`config.mk`:
```
export PLATFORM = sky130hd
export DESIGN_NAME = plic_resolver
export DESIGN_NICKNAME = d
export VERILOG_FILES = /design/src/rtl/plic_resolver_pkg.sv /design/src/rtl/plic_max_tree.sv /design/src/rtl/plic_resolver.sv
export SDC_FILE = /design/constraint.sdc
export NUM_CORES = 1
export LEC_CHECK = 0
export BUFFER_PORTS_ARGS = -buffer_cell sky130_fd_sc_hd__clkbuf_2
export CAP_MARGIN = 20
export CORE_MARGIN = 2
export CORE_UTILIZATION = 53
export DETAILED_ROUTE_END_ITERATION = 7
export HOLD_SLACK_MARGIN = 0.02
export PLACE_DENSITY = 0.78
export SLEW_MARGIN = 20
export SYNTH_ARGS = -nofsm -noshare
export SYNTH_HDL_FRONTEND = slang
export SYNTH_SLANG_ARGS = --single-unit
```
`constraint.sdc`:
```
create_clock -name clk -period 6.15 [get_ports clk]
set_clock_uncertainty 0.05 [all_clocks]
set_input_delay 0.9225 -clock clk [delete_from_list [all_inputs] [get_ports clk]]
set_output_delay 0.9225 -clock clk [all_outputs]
set_load 0.02 [all_outputs]
```
`src/rtl/plic_resolver_pkg.sv`:
```
`default_nettype none
// ============================================================================
// Module   : plic_resolver_pkg
// Desc     : Shared PLIC sizing constants and types for the priority resolver.
// Revision : 1.0 - initial release
// ============================================================================
package plic_resolver_pkg;

    localparam int PLIC_SOURCE_COUNT    = 15;
    localparam int PLIC_TARGET_COUNT    = 2;
    localparam int PLIC_SOURCE_WIDTH    = $clog2(PLIC_SOURCE_COUNT + 1);
    localparam int PLIC_PRIORITY_WIDTH  = 3;

    // Number of cycles outputs are hidden after a claim strobe.
    localparam int PLIC_BLACKOUT_CYCLES = 2;

    // Candidate carried through the compare tree.
    typedef struct packed {
        logic [PLIC_PRIORITY_WIDTH-1:0] prio;
        logic [PLIC_SOURCE_WIDTH-1:0]   id;
    } type_prio_id_s;

endpackage : plic_resolver_pkg
`default_nettype wire

```
`src/rtl/plic_max_tree.sv`:
```
`default_nettype none
// ============================================================================
// Module   : plic_max_tree
// Desc     : Combinational balanced max-reduction over per-source priorities.
//            Returns the highest priority and its ID; lowest ID wins a tie.
// Revision : 1.0 - initial release
// ============================================================================
module plic_max_tree
    import plic_resolver_pkg::*;
#(
    parameter int SRC_COUNT = PLIC_SOURCE_COUNT,
    parameter int SRC_W     = $clog2(SRC_COUNT + 1),
    parameter int PRIO_W    = PLIC_PRIORITY_WIDTH
) (
    input  logic [SRC_COUNT*PRIO_W-1:0] i_prio,
    output logic [PRIO_W-1:0]           o_best_prio,
    output logic [SRC_W-1:0]            o_best_id
);

    // Leaves padded to a power of two; padding carries priority 0 and sits to
    // the right of every real source, so it can never displace a real winner.
    localparam int LEAVES = (SRC_COUNT > 1) ? (2 ** $clog2(SRC_COUNT)) : 1;
    localparam int NODES  = 2 * LEAVES - 1;

    typedef struct packed {
        logic [PRIO_W-1:0] prio;
        logic [SRC_W-1:0]  id;
    } node_t;

    // Heap-ordered tree: node n has children 2n+1 (lower IDs) and 2n+2.
    node_t w_node [NODES];

    // Build leaves then reduce bottom-up; the right child wins only on a
    // strictly greater priority, which gives lowest-ID-wins on ties.
    always_comb begin
        for (int n = 0; n < NODES; n++) begin
            w_node[n] = '0;
        end
        for (int i = 0; i < SRC_COUNT; i++) begin
            w_node[LEAVES-1+i].prio = i_prio[i*PRIO_W +: PRIO_W];
            w_node[LEAVES-1+i].id   = SRC_W'(i + 1);
        end
        for (int n = LEAVES - 2; n >= 0; n--) begin
            w_node[n] = (w_node[2*n+2].prio > w_node[2*n+1].prio) ?
                        w_node[2*n+2] : w_node[2*n+1];
        end
    end

    assign o_best_prio = w_node[0].prio;
    assign o_best_id   = w_node[0].id;

endmodule : plic_max_tree
`default_nettype wire

```
`src/rtl/plic_resolver.sv`:
```
`default_nettype none
// ============================================================================
// Module   : plic_resolver
// Desc     : Per-target PLIC priority resolution. Two registered stages
//            (masking, then max/threshold) plus a post-claim blackout that
//            hides results which may still reflect a just-claimed source.
// Revision : 1.0 - initial release
// ============================================================================
module plic_resolver
    import plic_resolver_pkg::*;
#(
    parameter int SRC_COUNT = PLIC_SOURCE_COUNT,
    parameter int TGT_COUNT = PLIC_TARGET_COUNT,
    parameter int SRC_W     = $clog2(SRC_COUNT + 1),
    parameter int PRIO_W    = PLIC_PRIORITY_WIDTH
) (
    input  logic                           clk,
    input  logic                           rst_n,
    input  logic [SRC_COUNT-1:0]           irq_pending_i,
    input  logic [SRC_COUNT*PRIO_W-1:0]    src_priority_i,
    input  logic [TGT_COUNT*SRC_COUNT-1:0] irq_enable_i,
    input  logic [TGT_COUNT*PRIO_W-1:0]    threshold_i,
    input  logic [TGT_COUNT-1:0]           claim_req_i,
    output logic [TGT_COUNT*SRC_W-1:0]     claim_idx_o,
    output logic [TGT_COUNT-1:0]           irq_o
);

    localparam logic [1:0] BLACKOUT_LOAD = 2'(PLIC_BLACKOUT_CYCLES);

    logic [TGT_COUNT-1:0][SRC_COUNT*PRIO_W-1:0] w_eff;
    logic [TGT_COUNT-1:0][SRC_COUNT*PRIO_W-1:0] r_eff;
    logic [TGT_COUNT-1:0][PRIO_W-1:0]           r_thr;
    logic [TGT_COUNT-1:0][PRIO_W-1:0]           w_best_prio;
    logic [TGT_COUNT-1:0][SRC_W-1:0]            w_best_id;
    logic [TGT_COUNT-1:0]                       w_valid;
    logic [TGT_COUNT-1:0][SRC_W-1:0]            r_win_id;
    logic [TGT_COUNT-1:0]                       r_win_irq;
    logic [1:0]                                 r_blackout;
    logic                                       w_blackout;

    // Effective priority: a source only competes if pending and enabled.
    always_comb begin
        w_eff = '0;
        for (int t = 0; t < TGT_COUNT; t++) begin
            for (int i = 0; i < SRC_COUNT; i++) begin
                if (irq_pending_i[i] && irq_enable_i[t*SRC_COUNT+i]) begin
                    w_eff[t][i*PRIO_W +: PRIO_W] = src_priority_i[i*PRIO_W +: PRIO_W];
                end
            end
        end
    end

    // Stage 1: capture masked priorities and thresholds together so they stay aligned.
    always_ff @(posedge clk or negedge rst_n) begin
        if (!rst_n) begin
            r_eff <= '0;
            r_thr <= '0;
        end else begin
            r_eff <= w_eff;
            r_thr <= threshold_i;
        end
    end

    generate
        for (genvar t = 0; t < TGT_COUNT; t++) begin : g_tgt
            plic_max_tree #(
                .SRC_COUNT (SRC_COUNT),
                .SRC_W     (SRC_W),
                .PRIO_W    (PRIO_W)
            ) u_max_tree (
                .i_prio      (r_eff[t]),
                .o_best_prio (w_best_prio[t]),
                .o_best_id   (w_best_id[t])
            );

            // Strictly above threshold; priority 0 never interrupts.
            assign w_valid[t] = (w_best_prio[t] > r_thr[t]) && (w_best_prio[t] != '0);
        end
    endgenerate

    // Stage 2: register the per-target winner, forcing ID 0 when not valid.
    always_ff @(posedge clk or negedge rst_n) begin
        if (!rst_n) begin
            r_win_id  <= '0;
            r_win_irq <= '0;
        end else begin
            for (int t = 0; t < TGT_COUNT; t++) begin
                r_win_id[t] <= w_valid[t] ? w_best_id[t] : '0;
            end
            r_win_irq <= w_valid;
        end
    end

    // Blackout counter: any claim (re)loads it; otherwise count down to idle.
    always_ff @(posedge clk or negedge rst_n) begin
        if (!rst_n) begin
            r_blackout <= '0;
        end else if (|claim_req_i) begin
            r_blackout <= BLACKOUT_LOAD;
        end else if (r_blackout != 2'd0) begin
            r_blackout <= r_blackout - 2'd1;
        end
    end

    assign w_blackout  = (r_blackout != 2'd0);
    assign claim_idx_o = w_blackout ? '0 : r_win_id;
    assign irq_o       = w_blackout ? '0 : r_win_irq;

endmodule : plic_resolver
`default_nettype wire
```
==> summary.txt <==
Clock network
  – Clock buffer depth: 2
  – Clock root buffer: clkbuf_16
  – CTS tree: yes
  – Inserted Clock Buffers: 9
  – Clock slew at reported path FFs: approximately 0.08 ns
  – CTS Sinks: 108
  – Quantity of hold-fixing buffers added after cts: 0
  – H-tree depth: 3
  – Skew-Pair Late Insertion Delay: 0.37 ns

Synth
  – Post-synth top area share: 35.9%
  – Yosys cell types: 66
  – Flops & latches, synth: 108
  – Synth Cell Area: 0.00754 mm^2
  – Most used DFF post-synth: dfrtp_1
  – Largest family of logic cells by synthesized area: simple AND/OR/NAND/NOR gates
  – Gate count of the mapped netlist: 806
  – Syn Area/Cell: ~9.4 um^2
  – Leading cell type by number of instances after synthesis: dfrtp_1
  – Simple-gate share of the synthesized area: 21.8%
  – Mux share of post-synthesis cell area: 3.09%
  – Post-synth EDFFs: 0
  – Post-synthesis adder-cell area fraction: 15.1%
  – Asr flop ratio synth: 100%
  – Synth area leaders: dfrtp_1, ha_1, and3_1
  – Post-synth top cells: dfrtp_1, and3_1, ha_1, inv_1, a21oi_1
  – Compound-Gate Fraction of Synth Area: 19.9%
  – Ys Warns: 0
  – Post-Synthesis Net Count: 997
  – Cell taking the most area after synthesis: dfrtp_1
  – XOR/XNOR share of the synthesized area: 0.116%
  – Seq/Total Area, Yosys: between 30 and 40%

Setup path
  – Worst Path Arrival: 6.19 ns
  – R2R Setup Slk: 0.19 ns
  – Req. time, crit path: 6.38 ns
  – Buf/Inv on CP: 5
  – CP Class: reg -> reg
  – Worst setup path end: r_win_id[1]$_DFF_PN0_
  – Crit path max fanout: 5
  – Most used cell, CP: ha_1
  – Startpoint types: register
  – CP Launch Point: r_eff[20]$_DFF_PN0_
  – Reg-to-Reg End: r_win_id[1]$_DFF_PN0_
  – Worst path max stage delay: 0.40 ns
  – CP top delay family: compound AO/OA/AOI/OAI gates
  – Worst Setup End Kind: register
  – Critical Path Stages: 30
  – Reg2Reg Depth: 30
  – Crit-path slowest cell: dfrtp_1
  – Worst r2r src: r_eff[20]$_DFF_PN0_

Place
  – DP Wirelength: 13.8 mm
  – Setup WS pre-CTS: -0.155 ns
  – Routability cong.: 0.895
  – Buffers on Ports: 109

Timing
  – Tcrit/Tclk final: 96.8%
  – Final setup viols: 0
  – Worst Tran Pin Value: about 0.95 ns
  – Relative slew margins: 36.6%
  – Fmax: 0.168 GHz
  – Final hold vios: 0
  – Final worst slack: 0.194 ns
  – Min Hold Slack: 0.422 ns
  – Fin. max-slew vios: 0
  – Fin crit period: 5.96 ns

Floorplanning
  – Top Ports: 110
  – Initial Util: 54.3%
  – Core footprint: 0.0139 mm^2
  – FP Rows: 43
  – Die Ht: 123 um
  – Die Wd: 123 um
  – Die area: 0.0152 mm^2

Pwr
  – P_leak: ~4.9 nW
  – Pint: 2.22 mW
  – Comb pwr share: 63.7%
  – Fraction of power consumed by sequential logic: roughly a fifth
  – Pwr dens: 405 mW/mm^2
  – Switch share: a little over two fifths
  – Clk network pwr share: 16.1%
  – VDD IR max: 0.000338 V
  – Switching pwr: 1.64 mW

Final layout
  – Layout cells sized above 1: 30.6%
  – Core Util, Final: between 60% and 70%
  – Nets: 1161
  – Register cell area after layout: 0.00270 mm^2
  – P&R area growth vs syn: 26.6%
  – Inserted Diodes: 0
  – # fillers: around 1100
  – Multi-input logic area: 0.00509 mm^2

Routing
  – DRC viols: 0
  – WL final: 19.1 mm
  – WL/cell: 16.6 um
  – Vias: 6772
  – Metal2 WL: between 9 and 10 mm
  – Drt via density: 5.86
  – Metal3 WL: about 760 um
  – Final ANT Viol Nets: 0
  – Drt first pass iters: 5
  – M1 WL: 8.30 mm
  – DR iter-0 viols: 309
  – DR top layer: met4

Outcome
  – Status: complete, no violations

Global route
  – Vias in the first global route: 6280
  – Initial antenna violation count: 1
  – First-pass GRT wire length: between 20 and 30 mm
  – Largest net degree at the start of global routing: 77
  – GR Overflow Total: 0
  – Gr usage total: 23.9%

Flow run
  – Total of max-cap violations: 0

Hold path
  – Hold Crit Class: in -> async
worst reg2reg max path: cells and delay by family (launching register included):
kind / cells / cell delay, ns
adders and majority gates: 5 / 1.22
DFF: 1 / 0.40
buffers and inverters: 5 / 0.50
and+or+nand+nor: 7 / 1.08
AOI/OAI and AO/OA: 13 / 2.61
cell type report:
class                      count  share of cell area (%)
timing repair buffer         159                    9.71
multi-input combinational    614                    53.3
clock buffer                  10                    2.40
inverter                      78                    3.07
tap                          180                    2.36
clock inverter                 6                   0.826
sequential                   108                    28.3
worst min path at each step:
| stage | startpoint | end | slack, ns | cells past startpoint |
|---|---|---|---|---|
| 6_report | rst_n | r_eff[25]$_DFF_PN0_ | 0.42 | 1 |
| 5_1_grt | rst_n | r_eff[25]$_DFF_PN0_ | 0.45 | 1 |
| 4_1_cts | rst_n | r_eff[26]$_DFF_PN0_ | 0.44 | 1 |
| 3_5_place_dp | r_blackout[0]$_DFFE_PN0P_ | r_blackout[0]$_DFFE_PN0P_ | 0.54 | 2 |
| 3_3_place_gp | r_blackout[0]$_DFFE_PN0P_ | r_blackout[0]$_DFFE_PN0P_ | 0.54 | 2 |
| 2_1_floorplan | r_blackout[0]$_DFFE_PN0P_ | r_blackout[0]$_DFFE_PN0P_ | 0.50 | 2 |
cell usage in the layout, fill, tap and decap left out, types with 17 or more instances in the layout:
master and instances:
nor2_1 27, a21oi_1 32, buf_4 50, o21ai_0 17
nand2_1 39, dfrtp_1 108, and2_1 23, o211ai_1 19
a21oi_2 17, ha_1 78, inv_1 76, nand3b_1 18
clkbuf_2 108, and3_1 101, nand3_1 23
stage by stage:
step           cells  power (mW)  TNS, ns  cell area, um^2
4_1_cts         1131        3.44        0             8830
6_report        1155        3.86        0             9540
3_3_place_gp    1114        2.69        0             8480
3_5_place_dp    1114        2.73   -0.710             8480
2_1_floorplan    806        2.19        0             7540
5_1_grt         1155        4.15   -0.477             9540
logic make-up (layout without fill, tap and decap cells):
| group | count (synthesis) | count (layout) |
|---|---|---|
| flops | 108 | 108 |
| simple gates | 291 | 291 |
| xor+xnor | 1 | 1 |
| fa+ha+maj | 91 | 91 |
| compound gates | 209 | 209 |
| mux | 22 | 22 |
| buf+inv | 84 | 253 |
flip-flops by register name (all words and copies together) (netlist names):
register / count
r_eff: 90
r_win_id: 8
r_thr: 6
r_win_irq: 2
r_blackout: 2
power groups by stage:
stage | clock [mW] | sequential (mW) | combinational (mW)
floorplan | 0 | 0.788 | 1.40
global placement | 0 | 0.794 | 1.90
detailed placement | 0 | 0.794 | 1.93
CTS | 0.627 | 0.781 | 2.03
global route | 0.658 | 0.786 | 2.71
finish | 0.621 | 0.782 | 2.46
layer usage:
metal  GRT usage [%]  vias to the layer above
met1            31.1                     3250
met5               0                        -
li1                -                     3332
met3            3.74                       38
met2            40.1                      152
met4            9.38                        0
timing repair:
action                                  CTS  global route
pin swaps                                 2            41
endpoints found under the hold margin     0             0
setup buffers                             1            24
gates resized for setup                   6           116
endpoints found under the setup margin    5            10
Power figures use the tool's default switching activity.
